<file path="config.mk">
export PLATFORM = sky130hd
export DESIGN_NAME = multicycle_control_unit
export DESIGN_NICKNAME = d
export VERILOG_FILES = /design/src/rtl/multicycle_control_unit.sv
export SDC_FILE = /design/constraint.sdc
export NUM_CORES = 1
export LEC_CHECK = 0
export ABC_CLOCK_PERIOD_IN_PS = 3200
export BUFFER_PORTS_ARGS = -buffer_cell sky130_fd_sc_hd__buf_2
export CAP_MARGIN = 20
export CORE_AREA = 2 2 43 74
export CTS_CLUSTER_SIZE = 8
export DETAILED_ROUTE_END_ITERATION = 10
export DIE_AREA = 0 0 45 76
export PLACE_DENSITY_LB_ADDON = 0.1
export SLEW_MARGIN = 30
export SYNTH_ARGS = -nofsm -noshare
export SYNTH_HDL_FRONTEND = slang
export SYNTH_SLANG_ARGS = --single-unit
</file>
<file path="constraint.sdc">
create_clock -name i_clk -period 3.2 [get_ports i_clk]
set_input_delay 0.16 -clock i_clk [delete_from_list [all_inputs] [get_ports i_clk]]
set_output_delay 0.16 -clock i_clk [all_outputs]
set_load 0.05 [all_outputs]
</file>
<file path="src/rtl/multicycle_control_unit.sv">
// rtl/multicycle_control_unit.sv - multi-cycle instruction sequencer emitting Moore datapath strobes
// Latches one instruction per IDLE visit and walks it through DECODE/EXEC/MEM/WB, halting on memory timeout.
module multicycle_control_unit #(
    parameter int INST_W      = 2,
    parameter int MEM_TIMEOUT = 15,
    parameter int CNT_W       = 16
) (
    input  logic              i_clk,
    input  logic              i_rst,
    input  logic              i_instr_valid,
    output logic              o_instr_ready,
    input  logic [1:0]        i_op,
    input  logic [INST_W-1:0] i_inst,
    input  logic              i_immin,
    input  logic              i_mem_ready,
    output logic [INST_W+2:0] o_alu_code,
    output logic [INST_W+1:0] o_ext_sel,
    output logic              o_alu_en,
    output logic              o_wmem,
    output logic              o_rmem,
    output logic              o_wreg,
    output logic              o_wpc,
    output logic              o_jmp,
    output logic              o_busy,
    output logic              o_mem_err,
    output logic [CNT_W-1:0]  o_retired
);

    localparam logic [2:0] S_IDLE   = 3'd0;
    localparam logic [2:0] S_DECODE = 3'd1;
    localparam logic [2:0] S_EXEC   = 3'd2;
    localparam logic [2:0] S_MEM    = 3'd3;
    localparam logic [2:0] S_WB     = 3'd4;
    localparam logic [2:0] S_ERROR  = 3'd5;

    localparam int               WAIT_W    = (MEM_TIMEOUT > 1) ? $clog2(MEM_TIMEOUT) : 1;
    localparam logic [WAIT_W-1:0] WAIT_LAST = WAIT_W'(MEM_TIMEOUT - 1);

    logic [2:0]        r_state;
    logic [1:0]        r_op;
    logic [INST_W-1:0] r_inst;
    logic              r_immin;
    logic [WAIT_W-1:0] r_wait;
    logic              r_mem_err;
    logic [CNT_W-1:0]  r_retired;

    logic [2:0] w_next_state;
    logic       w_is_jmp;
    logic       w_is_nop;
    logic       w_is_store;
    logic       w_is_load;
    logic       w_is_mem;
    logic       w_is_alu;
    logic       w_is_wr;
    logic       w_accept;
    logic       w_wait_last;
    logic       w_wpc;

    // Instruction class is derived only from the latched fields.
    assign w_is_jmp    = (r_op == 2'b00);
    assign w_is_nop    = (r_op == 2'b01);
    assign w_is_store  = (r_op == 2'b10) && (r_inst == INST_W'(0)) && !r_immin;
    assign w_is_load   = (r_op == 2'b10) && (r_inst == INST_W'(1)) && !r_immin;
    assign w_is_mem    = w_is_store || w_is_load;
    assign w_is_alu    = !(w_is_jmp || w_is_nop || w_is_mem);
    assign w_is_wr     = (r_op == 2'b11) || ((r_op == 2'b10) && (r_inst != {INST_W{1'b1}}));
    assign w_accept    = (r_state == S_IDLE) && i_instr_valid;
    assign w_wait_last = (r_wait == WAIT_LAST);

    always_comb begin
        w_next_state = r_state;
        case (r_state)
            S_IDLE: begin
                if (i_instr_valid) begin
                    w_next_state = S_DECODE;
                end
            end
            S_DECODE: w_next_state = S_EXEC;
            S_EXEC: begin
                if (w_is_jmp || w_is_nop) begin
                    w_next_state = S_IDLE;
                end else if (w_is_mem) begin
                    w_next_state = S_MEM;
                end else begin
                    w_next_state = S_WB;
                end
            end
            // A completion in the last allowed wait cycle still wins over the timeout.
            S_MEM: begin
                if (i_mem_ready) begin
                    w_next_state = S_WB;
                end else if (w_wait_last) begin
                    w_next_state = S_ERROR;
                end
            end
            S_WB:    w_next_state = S_IDLE;
            S_ERROR: w_next_state = S_ERROR;
            default: w_next_state = S_IDLE;
        endcase
    end

    always_ff @(posedge i_clk or negedge i_rst) begin
        if (!i_rst) begin
            r_state   <= S_IDLE;
            r_op      <= 2'b00;
            r_inst    <= '0;
            r_immin   <= 1'b0;
            r_wait    <= '0;
            r_mem_err <= 1'b0;
            r_retired <= '0;
        end else begin
            r_state <= w_next_state;
            if (w_accept) begin
                r_op    <= i_op;
                r_inst  <= i_inst;
                r_immin <= i_immin;
            end
            if (r_state == S_EXEC) begin
                r_wait <= '0;
            end else if ((r_state == S_MEM) && !i_mem_ready && !w_wait_last) begin
                r_wait <= r_wait + 1'b1;
            end
            if ((r_state == S_MEM) && (w_next_state == S_ERROR)) begin
                r_mem_err <= 1'b1;
            end
            if (w_wpc) begin
                r_retired <= r_retired + 1'b1;
            end
        end
    end

    assign w_wpc = ((r_state == S_EXEC) && (w_is_jmp || w_is_nop)) || (r_state == S_WB);

    assign o_instr_ready = (r_state == S_IDLE);
    assign o_busy        = (r_state != S_IDLE);
    assign o_alu_en      = (r_state == S_EXEC);
    assign o_jmp         = (r_state == S_EXEC) && w_is_jmp;
    assign o_wpc         = w_wpc;
    assign o_wmem        = (r_state == S_MEM) && w_is_store;
    assign o_rmem        = (r_state == S_MEM) && w_is_load;
    assign o_wreg        = (r_state == S_WB) && (w_is_load || (w_is_alu && w_is_wr));
    assign o_mem_err     = r_mem_err;
    assign o_retired     = r_retired;
    assign o_alu_code    = {r_op, r_inst, r_immin};
    assign o_ext_sel     = {r_op, r_inst};

endmodule

</file>
==> key figures <==
Detailed routing
  • Via count: 1,171
  • Drt wl/cell: 14.64 um
  • First-iteration detailed-routing DRC count: 15
  • ANT nets after route: 0
  • Average vias per placed instance: 5.630
  • Routed wire length: 3.046 mm
  • Drt first pass iters: 4
  • DRC: 0

Critical path
  • Crit-path leading delay family: simple AND/OR/NAND/NOR gates
  • CP max stage cell: or4b_2
  • Critical path launch point: r_op[0]$_DFFE_PN0P_
  • Kind of critical path: flip-flop to output port
  • Critical Path Sink: o_wmem
  • Startpoint types: flip-flop
  • RR Startpoint: r_state[0]$_DFF_PN0_
  • Critical-path cell list: or4b_2 > nor3_1 > buf_2
  • FF-to-FF path depth: 4
  • Endpoint type of the worst setup path: output port
  • Crit. path cell count: 3
  • Crit path buf inv count: 1
  • Max incr delay on CP: 0.75 ns
  • R2R setup slack: 1.37 ns
  • CP arrival: 1.93 ns
  • Reg2reg end: r_inst[1]$_DFFE_PN0P_
  • CP max FO: 6
  • Critical Path RT: 3.04 ns

Pwr
  • Leakage: 0.8884 nW
  • Pwr Density: 1032 mW/mm^2
  • Maximum vdd ir drop: 0.0006688 V
  • Total power: 1.823 mW

Min path
  • HP Class: input port to flip-flop

Layout
  • Diode count: 0
  • Final-stage net count: 192
  • Layout cells sized above 1: 32.22%
  • P&R area growth vs syn: 19.66%

Timing
  • Final slew viol count: 0
  • Worst slew margin: 56.57%
  • Fin crit share: 65.30%
  • Worst-Margin Slew: 0.6514 ns
  • Unrepaired setup endpoints after global routing: no
  • Fin crit period: 2.090 ns
  • Final Hold Fails: 0
  • Setup total negative slack: 0 ns
  • Fin Hold WS: 0.09817 ns
  • Setup violators final: 0
  • Fin Clk Skew: 0.005393 ns
  • Fmax: 0.4785 GHz

Yosys
  • Syn avg cell area: 10.70 um^2
  • Post-synthesis xor/xnor area fraction: 8.898%
  • Synthesized area: 0.001476 mm^2
  • Seq cells post-synth: 29
  • Synth unique cells: 40
  • Sequential-to-total area share from yosys stat: 49.15%
  • Synth Area in Compound Gates: 10.08%
  • Adder-Cell Fraction of Synth Area: 2.542%
  • Post-synthesis simple-gate area fraction: 20.34%
  • Largest family of logic cells by synthesized area: simple AND/OR/NAND/NOR gates
  • Post-synthesis mux area share: 4.492%
  • Syn Nets: 150
  • Synth Instances: 138
  • YS warnings: 0

Clocking
  • Hold_buf cts: 1
  • CTS tree: yes
  • Clock buffer depth: 2
  • Clock Sinks: 29
  • Post_cts resized: 0
  • Post-CTS Setup Bufs: 0
  • CTS Buf Count: 5
  • Clock Root Buffer: clkbuf_8
  • Clock transition at path regs: 0.06 ns
  • H-tree Lvls: 2
  • Later-pin clock latency in the skew report: 0.27 ns

Floorplan
  • Die area: 0.003420 mm^2
  • Height of the die: 76 um
  • I/O pins: 43
  • Die X-Extent: 45 um
  • Initial Util: 51.57%
  • # rows: 26
  • Core area: 0.002863 mm^2

GRT
  • Initial antenna violation count: 0
  • Vias in the first global route: 1,183
  • First-pass GRT wire length: 5.230 mm
  • GR Overflow Total: 0
  • Largest net degree at the start of global routing: 30
  • All-Layer GR Usage: 20.11%

Placed design
  • IO Port Bufs: 42
  • Placer Congestion: 0.7777
  • Final HPWL DP: 2.217 mm

Run status
  • Status: complete, no violations

Flow run
  • Max_cap viols: 0
==> cell usage after synthesis, drive strengths merged <==
cell    instances  share of area, %
dfrtp          29                49
xnor2          11               6.5
nand2          10               2.5
nand3          10               3.4
buf             8               3.5
a21oi           7               3.1
nor2            7               1.8
and3            6               2.5
mux2            5               3.8
inv             4               1.0
xor2            4               2.4
ha              3               2.5
nand4           3               1.3
nor3            3               1.0
a22o            2               1.2
nand2b          2              0.85
nor2b           2              0.85
o21ai           2              0.68
o31ai           2               1.0
a211oi          1               1.4
a221o           1              0.68
a22oi           1              0.51
a31o            1              0.59
a31oi           1              0.42
and2            1              0.42
and2b           1              0.51
and4            1              0.59
and4b           1              0.68
mux2i           1              0.68
nand3b          1              0.51
nor4            1              0.42
nor4b           1              0.59
o211ai          1              0.51
or2b            1              0.51
or3             1              0.42
or3b            1              0.76
or4b            1              0.68
==> through the flow <==
stage | utilization (%) | area [um^2] | worst slack (ns) | std cells
2_1_floorplan | - | 1476 | 0.4163 | 138
3_3_place_gp | 58.35 | 1670 | 1.395 | 200
3_5_place_dp | 58.35 | 1670 | 1.374 | 200
4_1_cts | 61.71 | 1767 | 1.099 | 208
5_1_grt | 61.71 | 1767 | 1.014 | 208
6_report | 61.71 | 1767 | 1.110 | 208
==> cell usage in the layout, fill, tap and decap left out, types with 2 or more instances in the layout <==
cell type,netlist,layout
a21oi_1,6,6
a22o_1,2,2
and3_1,6,6
buf_2,2,42
clkbuf_8,0,6
dfrtp_1,29,29
ha_1,3,3
inv_1,4,4
mux2_2,5,5
nand2_1,10,10
nand2b_1,2,2
nand3_1,10,10
nand4_1,3,3
nor2_1,7,7
nor2b_1,2,2
nor3_1,3,3
o21ai_0,2,2
o31ai_1,2,2
xnor2_1,11,11
xor2_1,4,4
==> state kept, by name, indices dropped and copies added, names as in the netlist <==
| name | cells |
|---|---|
| o_mem_err | 1 |
| o_retired | 16 |
| r_immin | 1 |
| r_inst | 2 |
| r_op | 2 |
| r_state | 3 |
| r_wait | 4 |
==> area by class of cell <==
class | instances | area, um^2
clock buffer | 7 | 86.33
fill | 262 | 1096
inverter | 4 | 15.01
multi-input combinational | 97 | 684.4
sequential | 29 | 725.7
tap | 28 | 35.03
timing repair buffer | 43 | 220.2
==> worst min path at each step <==
stage	startpoint	to	slack [ns]	cells after the start
final	i_inst[0]	r_inst[0]$_DFFE_PN0P_	0.1	3
after global routing	i_op[1]	r_op[1]$_DFFE_PN0P_	0.12	2
after CTS	i_inst[0]	r_inst[0]$_DFFE_PN0P_	0.1	3
after detailed placement	i_rst	o_retired[2]$_DFFE_PN0P_	0.23	1
after global placement	i_rst	o_retired[2]$_DFFE_PN0P_	0.22	1
after floorplan	i_rst	o_mem_err$_DFFE_PN0P_	-0.14	0
==> layer usage <==
metal	vias up	global-route usage (%)	routed length [um]
li1	562	-	-
met1	563	22.00	1100
met2	42	36.14	1757
met3	4	4.265	156
met4	0	6.471	31
met5	-	0	0
==> tightest hold or removal path, cell delays in order <==
cell and delay [ns]:
buf_2 0.07, nand2_1 0.04, o21ai_0 0.06
==> logic make-up (layout without fill, tap and decap cells) <==
logic type / after synthesis / after routing
multiplexers: 6 / 6
AO/OA/AOI/OAI: 19 / 19
flip-flops: 29 / 29
AND/OR/NAND/NOR: 54 / 54
buffers and inverters: 12 / 54
XOR/XNOR: 15 / 15
adder cells (fa/ha/maj): 3 / 3
==> report_power, final <==
part	switching, mW	internal, mW	leakage, nW
clock	0.127	0.170	0.0443
sequential	0.143	0.459	0.377
combinational	0.672	0.251	0.467
total	0.943	0.880	0.888
No activity file was read; power rests on OpenSTA's default activity.
